$ cat src/rtl/nway_cache_def.sv
// nway_cache_def: cache geometry shared by cache-side blocks.
package nway_cache_def;
    localparam int CACHE_BLOCKS = 8;
endpackage

$ cat src/rtl/nway_trace_dispatcher_datatypes.sv
// nway_trace_dispatcher_datatypes: dispatcher states and memory opcodes.
package nway_trace_dispatcher_datatypes;
    typedef enum logic [2:0] {IDLE, REQUEST, ISSUE, WAIT_MEM, MARK, FINISHED} dispatch_state_t;
    localparam logic [6:0] OPCODE_LOAD = 7'b0000011;
    localparam logic [6:0] OPCODE_STORE = 7'b0100011;
endpackage

$ cat src/rtl/nway_trace_repository_datatypes.sv
// nway_trace_repository_datatypes: trace repository entry layout and depth.
package nway_trace_repository_datatypes;
    localparam int TRACE_ENTRIES = 16;
    localparam int TRACE_ADDR_WIDTH = 16;
    localparam int TRACE_INSN_WIDTH = 32;
    typedef struct packed {
        logic [TRACE_INSN_WIDTH-1:0] instruction;
        logic [TRACE_ADDR_WIDTH-1:0] mem_addr;
    } trace_repo_data_entry;
endpackage

$ cat src/rtl/dispatch_timeout_counter.sv
// dispatch_timeout_counter: saturating request wait counter with a registered expiry flag.
module dispatch_timeout_counter #(
    parameter int TIMEOUT = 64
) (
    input  logic clk,
    input  logic rst,
    input  logic clear,
    input  logic count,
    output logic expired
);
    localparam int W = $clog2(TIMEOUT) + 1;
    localparam logic [W-1:0] LIMIT = W'(TIMEOUT);
    logic [W-1:0] cnt;
    // expired rises on the same edge cnt reaches LIMIT, so it is a plain flop
    always_ff @(posedge clk) begin
        if (rst || clear) begin
            cnt <= '0;
            expired <= 1'b0;
        end else if (count) begin
            if (cnt != LIMIT) cnt <= cnt + 1'b1;
            expired <= cnt >= LIMIT - 1'b1;
        end
    end
endmodule

$ cat src/rtl/nway_trace_dispatcher.sv
// nway_trace_dispatcher: fetches trace entries, issues one memory access each, then marks them done.
// Defining DISPATCH_STATS_EN adds stat_dispatched/stat_cancelled event counters.
module nway_trace_dispatcher
    import nway_trace_dispatcher_datatypes::*;
    import nway_trace_repository_datatypes::*;
    import nway_cache_def::*;
#(
    parameter int DATA_ADDR_WIDTH = 16,
    parameter int DATA_DATA_WIDTH = 32,
    parameter int REQ_TIMEOUT = 64
) (
    input  logic                              clk,
    input  logic                              rst,
    input  logic                              enable,
    output logic                              trace_req,
    output logic                              cancel,
    input  trace_repo_data_entry              trace_in,
    input  logic [$clog2(TRACE_ENTRIES)-1:0]  trace_index_i,
    input  logic                              entry_valid,
    input  logic                              cancelled,
    input  logic                              processing_complete,
    output logic                              mem_req,
    output logic [DATA_ADDR_WIDTH-1:0]        mem_addr_o,
    output logic                              mem_we,
    input  logic                              mem_gnt,
    input  logic                              mem_done,
    input  logic [$clog2(CACHE_BLOCKS)-1:0]   mem_cache_index,
    output logic                              mark_done,
    output logic [$clog2(TRACE_ENTRIES)-1:0]  index_done,
    output logic [$clog2(CACHE_BLOCKS)-1:0]   cache_index,
    output logic                              processing_flag,
    output logic                              mem_trace_flag,
    output logic [DATA_ADDR_WIDTH-1:0]        mem_addr,
    input  logic                              mark_done_valid,
    output logic                              busy,
    output logic                              finished
`ifdef DISPATCH_STATS_EN
    ,
    output logic [31:0]                       stat_dispatched,
    output logic [31:0]                       stat_cancelled
`endif
);
    dispatch_state_t state;
    logic [DATA_ADDR_WIDTH-1:0] addr_q;
    logic [$clog2(TRACE_ENTRIES)-1:0] index_q;
    logic [$clog2(CACHE_BLOCKS)-1:0] block_q;
    logic [DATA_DATA_WIDTH-1:0] insn;
    logic unused_insn;
    logic in_req;
    logic cancel_ack;
    logic respond;
    assign insn = DATA_DATA_WIDTH'(trace_in.instruction);
    assign unused_insn = ^insn[DATA_DATA_WIDTH-1:7];
    assign in_req = state == REQUEST && trace_req;
    // a valid entry or completion in the same cycle takes precedence over the cancel handshake
    assign cancel_ack = in_req && cancel && cancelled && !entry_valid && !processing_complete;
    assign respond = in_req && (entry_valid || processing_complete || cancel_ack);
    dispatch_timeout_counter #(.TIMEOUT(REQ_TIMEOUT)) u_timeout (
        .clk     (clk),
        .rst     (rst),
        .clear   (!in_req || respond),
        .count   (in_req),
        .expired (cancel)
    );
    assign mem_addr_o = addr_q;
    assign mem_addr = addr_q;
    assign index_done = index_q;
    assign cache_index = block_q;
    assign processing_flag = mark_done;
    assign mem_trace_flag = mark_done;
    assign busy = state != IDLE && state != FINISHED;
    assign finished = state == FINISHED;
    always_ff @(posedge clk) begin
        if (rst) begin
            state <= IDLE;
            trace_req <= 1'b0;
            mem_req <= 1'b0;
            mem_we <= 1'b0;
            mark_done <= 1'b0;
            addr_q <= '0;
            index_q <= '0;
            block_q <= '0;
        end else begin
            case (state)
                IDLE: if (enable) begin
                    state <= REQUEST;
                    trace_req <= 1'b1;
                end
                REQUEST: if (!trace_req) trace_req <= 1'b1;
                else if (entry_valid) begin
                    trace_req <= 1'b0;
                    state <= ISSUE;
                    addr_q <= DATA_ADDR_WIDTH'(trace_in.mem_addr);
                    index_q <= trace_index_i;
                    mem_req <= 1'b1;
                    mem_we <= insn[6:0] == OPCODE_STORE;
                end else if (processing_complete) begin
                    trace_req <= 1'b0;
                    state <= FINISHED;
                end else if (cancel_ack) trace_req <= 1'b0;
                ISSUE: if (mem_gnt) begin
                    mem_req <= 1'b0;
                    mem_we <= 1'b0;
                    state <= WAIT_MEM;
                end
                WAIT_MEM: if (mem_done) begin
                    block_q <= mem_cache_index;
                    mark_done <= 1'b1;
                    state <= MARK;
                end
                MARK: if (mark_done_valid) begin
                    mark_done <= 1'b0;
                    trace_req <= enable;
                    state <= enable ? REQUEST : IDLE;
                end
                default: ;
            endcase
        end
    end
`ifdef DISPATCH_STATS_EN
    always_ff @(posedge clk) begin
        if (rst) begin
            stat_dispatched <= '0;
            stat_cancelled <= '0;
        end else begin
            if (state == MARK && mark_done_valid) stat_dispatched <= stat_dispatched + 32'd1;
            if (cancel_ack) stat_cancelled <= stat_cancelled + 32'd1;
        end
    end
`endif
endmodule
$ cat config.mk
export PLATFORM = sky130hd
export DESIGN_NAME = nway_trace_dispatcher
export DESIGN_NICKNAME = d
export VERILOG_FILES = /design/src/rtl/nway_cache_def.sv /design/src/rtl/nway_trace_dispatcher_datatypes.sv /design/src/rtl/nway_trace_repository_datatypes.sv /design/src/rtl/dispatch_timeout_counter.sv /design/src/rtl/nway_trace_dispatcher.sv
export SDC_FILE = /design/constraint.sdc
export NUM_CORES = 1
export LEC_CHECK = 0
export CORE_MARGIN = 10
export CORE_UTILIZATION = 41
export DETAILED_ROUTE_END_ITERATION = 7
export PLACE_DENSITY = 0.86
export REMOVE_ABC_BUFFERS = 1
export SLEW_MARGIN = 20
export SYNTH_ARGS = -nofsm -noshare
export SYNTH_HDL_FRONTEND = slang
export SYNTH_HIERARCHICAL = 1
export SYNTH_SLANG_ARGS = --single-unit
$ cat constraint.sdc
create_clock -name clk -period 3.05 [get_ports clk]
set_input_delay 0.305 -clock clk [delete_from_list [all_inputs] [get_ports clk]]
set_output_delay 0.305 -clock clk [all_outputs]
set_load 0.005 [all_outputs]
==> tab_implementation.tex <==
\begin{tabular}{lr}
\hline
Metric & Value \\
\hline
\multicolumn{2}{l}{\textbf{Clocking}} \\
Number of levels in the clock H-tree & 2 \\
Number of gates resized after CTS & 0 \\
Cell chosen for the clock root & clkbuf\_8 \\
TritonCTS buffer count & 5 \\
Buffer levels on the longest clock path & 2 \\
Sink Count & 38 \\
Post-CTS Hold Fix Bufs & 0 \\
Clock network latency to the later pin of the worst-skew pair & 0.28 ns \\
Number of buffers inserted by post-CTS setup repair & 0 \\
TritonCTS clock tree & built \\
Clock transition at the registers of the reported paths & 0.07 ns \\
\multicolumn{2}{l}{\textbf{Place}} \\
Buffers added on ports & 86 \\
RD Place Congestion & 0.843 \\
Cell Area, Placed & between 0.002 and 0.003 mm\^{}2 \\
Post-detailed-placement half-perimeter wirelength & roughly 4.1 mm \\
\multicolumn{2}{l}{\textbf{Logic synthesis}} \\
Number of distinct library cells after synthesis & between 40 and 50 \\
Area of the mapped netlist & 0.00192 mm\^{}2 \\
Number of warnings printed during yosys synthesis & 6 \\
Synthesized netlist cell count & 228 \\
Number of enable-type register cells in the synthesized netlist & 0 \\
Sequential share of the synthesized area & 0.396 \\
Share of async-settable or async-resettable flops after synthesis & 0 \\
Synthesized area per cell & 8.43 um\^{}2 \\
Flops \& latches, synth & 38 \\
Most used flip-flop cell after synthesis & dfxtp\_1 \\
\multicolumn{2}{l}{\textbf{STA}} \\
Max Slew Vio Count & 0 \\
Setup repair after global routing missed its margin & false \\
Clock period minus final worst setup slack & 1.94 ns \\
Transition time of the tightest slew-check pin & 0.703 ns \\
Tightest slew margin relative to the limit & 0.530 \\
Clock Skews & 0.00423 ns \\
Fmax & 0.516 GHz \\
Total negative slack for setup checks & 0 ns \\
Number of hold-slack violations in the final timing report & 0 \\
Final-report setup violation count & 0 \\
Final worst-path cycle share & 0.635 \\
\multicolumn{2}{l}{\textbf{Global routing}} \\
Total gr overflow & 0 \\
Number of antenna violations at the first check in global routing & 0 \\
Via count of the first global-routing pass & 1803 \\
First-pass GRT wire length & roughly 8.5 mm \\
Overall track demand over capacity in global routing & 0.136 \\
Pin count of the biggest net entering global routing & 30 \\
\multicolumn{2}{l}{\textbf{Drt}} \\
DRC viols & 0 \\
Total detailed-routing wirelength & 5.25 mm \\
Vias per cell & 5.04 \\
Number of detailed-route iterations in the first pass & 4 \\
Overall via count from detail\_route & approximately 1700 \\
Post-route ant nets & 0 \\
Detailed router's first-iteration violation count & between 80 and 90 \\
Average wire per standard cell & between 15 and 20 um \\
\multicolumn{2}{l}{\textbf{Die}} \\
IO Pins & 112 \\
Area of the die & a little under 0.008 mm\^{}2 \\
Starting density of the core & 0.433 \\
Row cnt & 24 \\
Die outline width & just under 90 um \\
Die Y-Extent & slightly below 90 um \\
Core area & 0.00444 mm\^{}2 \\
\multicolumn{2}{l}{\textbf{Worst setup path}} \\
Highest fanout seen on the critical path & 15 \\
Number of buffer and inverter stages on the critical path & 1 \\
Endpoint type of the worst setup path & primary output \\
CP Data Arrival Time & 1.63 ns \\
Startpoint Class & register \\
Data required time at the worst endpoint & approximately 2.7 ns \\
Cell chain of the critical path & and3\_1, clkdlybuf4s50\_1 \\
Depth of the critical timing path with buffers and inverters included & 2 \\
Cell count of the worst reg-to-reg path & 4 \\
Maximum single-stage delay on the critical path & 0.62 ns \\
Cell type of the slowest stage on the worst timing path & dfxtp\_1 \\
Kind of critical path & reg2out \\
Family with the most delay on the worst path & flip-flops \\
\multicolumn{2}{l}{\textbf{Cells and area}} \\
Post-synthesis to final-layout area growth & 42.0\% \\
N\_diodes & 0 \\
Most common cell after layout, fill and taps aside & clkdlybuf4s50\_1 \\
Number of nets in the final layout & 359 \\
Post-route design area & 0.00273 mm\^{}2 \\
Leading cell types in the layout, fill and taps excluded & 86 x clkdlybuf4s50\_1, 42 x nand2\_1, 38 x dfxtp\_1 \\
Share of final-layout standard cells stronger than drive strength 1 & 0.123 \\
Final design utilization & 0.614 \\
\multicolumn{2}{l}{\textbf{Pwr}} \\
Static leakage & 0.914 nW \\
Worst ir drop on vdd & 0.247 mV \\
Total power per unit cell area & just under 500 mW/mm\^{}2 \\
\multicolumn{2}{l}{\textbf{Hold path}} \\
Worst hold path cell count & 2 \\
Class of the tightest hold or removal check & reg2reg \\
\multicolumn{2}{l}{\textbf{Status}} \\
Run status & complete, no violations \\
\multicolumn{2}{l}{\textbf{Run}} \\
Number of violations of the max-capacitance limit & 0 \\
\hline
\end{tabular}
[worst min-delay path, delay by kind of cell, from the launching register on]
kind | cells | cell delay [ns]
AO/OA/AOI/OAI | 1 | 0.05
flip-flops | 1 | 0.31
AND/OR/NAND/NOR | 1 | 0.05
[synth_stat cells (4+ instances only)]
cell      instances  area share
nand2b_1          4       0.013
inv_1             5      0.0098
nand3_1           4       0.010
mux2i_1           5       0.026
a21oi_2          10       0.046
o21ai_0           4       0.010
buf_4            20       0.078
nand2_2          10       0.033
a21oi_1          20       0.052
nor2_1           12       0.023
buf_2             5       0.013
dfxtp_1          38        0.40
nand2_1          42       0.082
nand4_1           6       0.020
[state kept, by name, indices dropped and copies added (netlist names)]
signal and count:
mem_req 1, cache_index 3, mem_we 1, index_done 4, state 3, mark_done 1, trace_req 1, u_timeout/cnt 7
mem_addr 16, u_timeout/expired 1
[final timing paths]
check / start / end / slack [ns]
min: index_done[1] / index_done[1] / 0.45
max: state[2] / finished / 1.11
max reg2reg: state[2] / mem_addr[15] / 1.17
min reg2reg: index_done[1] / index_done[1] / 0.45
[cell families (layout without fill, tap and decap cells)]
group / Yosys count / after routing / synth area share
XOR/XNOR: 4 / 4 / 0.0182
adder cells (fa/ha/maj): 2 / 2 / 0.0130
multiplexers: 7 / 7 / 0.0377
flip-flops: 38 / 38 / 0.396
AND/OR/NAND/NOR: 95 / 95 / 0.255
AO/OA/AOI/OAI: 47 / 47 / 0.162
buffers and inverters: 35 / 100 / 0.118
[metrics by stage]
stage	hold slack [ns]	power [mW]	worst slack, ns	instances
floorplan	0.367	0.820	1.49	199
global placement	0.442	1.02	1.09	338
detailed placement	0.447	1.03	1.07	338
CTS	0.457	1.35	1.10	345
global route	0.480	1.42	0.985	345
finish	0.454	1.34	1.11	345
[routing by layer]
metal | routed length [um] | track usage | vias to the layer above | share of wire
met3 | 569 | 0.0772 | 6 | 0.11
met4 | 42 | 0.0411 | 0 | 0.0080
met1 | 2130 | 0.149 | 788 | 0.41
met2 | 2500 | 0.220 | 61 | 0.48
li1 | - | - | 883 | -
met5 | 0 | 0 | - | 0
[where the power goes]
group | switching [mW] | total (mW) | leakage [nW] | internal [mW]
Sequential | 0.0696 | 0.605 | 0.307 | 0.535
Combinational | 0.169 | 0.411 | 0.563 | 0.242
Clock | 0.166 | 0.320 | 0.0438 | 0.153
Total | 0.405 | 1.34 | 0.914 | 0.931
[layout make-up]
type                       count  area (um^2)
fill                         383         1710
multi-input combinational    155          935
timing repair buffer          87          868
sequential                    38          761
clock buffer                   5         68.8
tap                           52         65.1
inverter                       6         22.5
clock inverter                 2         10.0
Note: power is estimated with default switching activity, not from simulation.
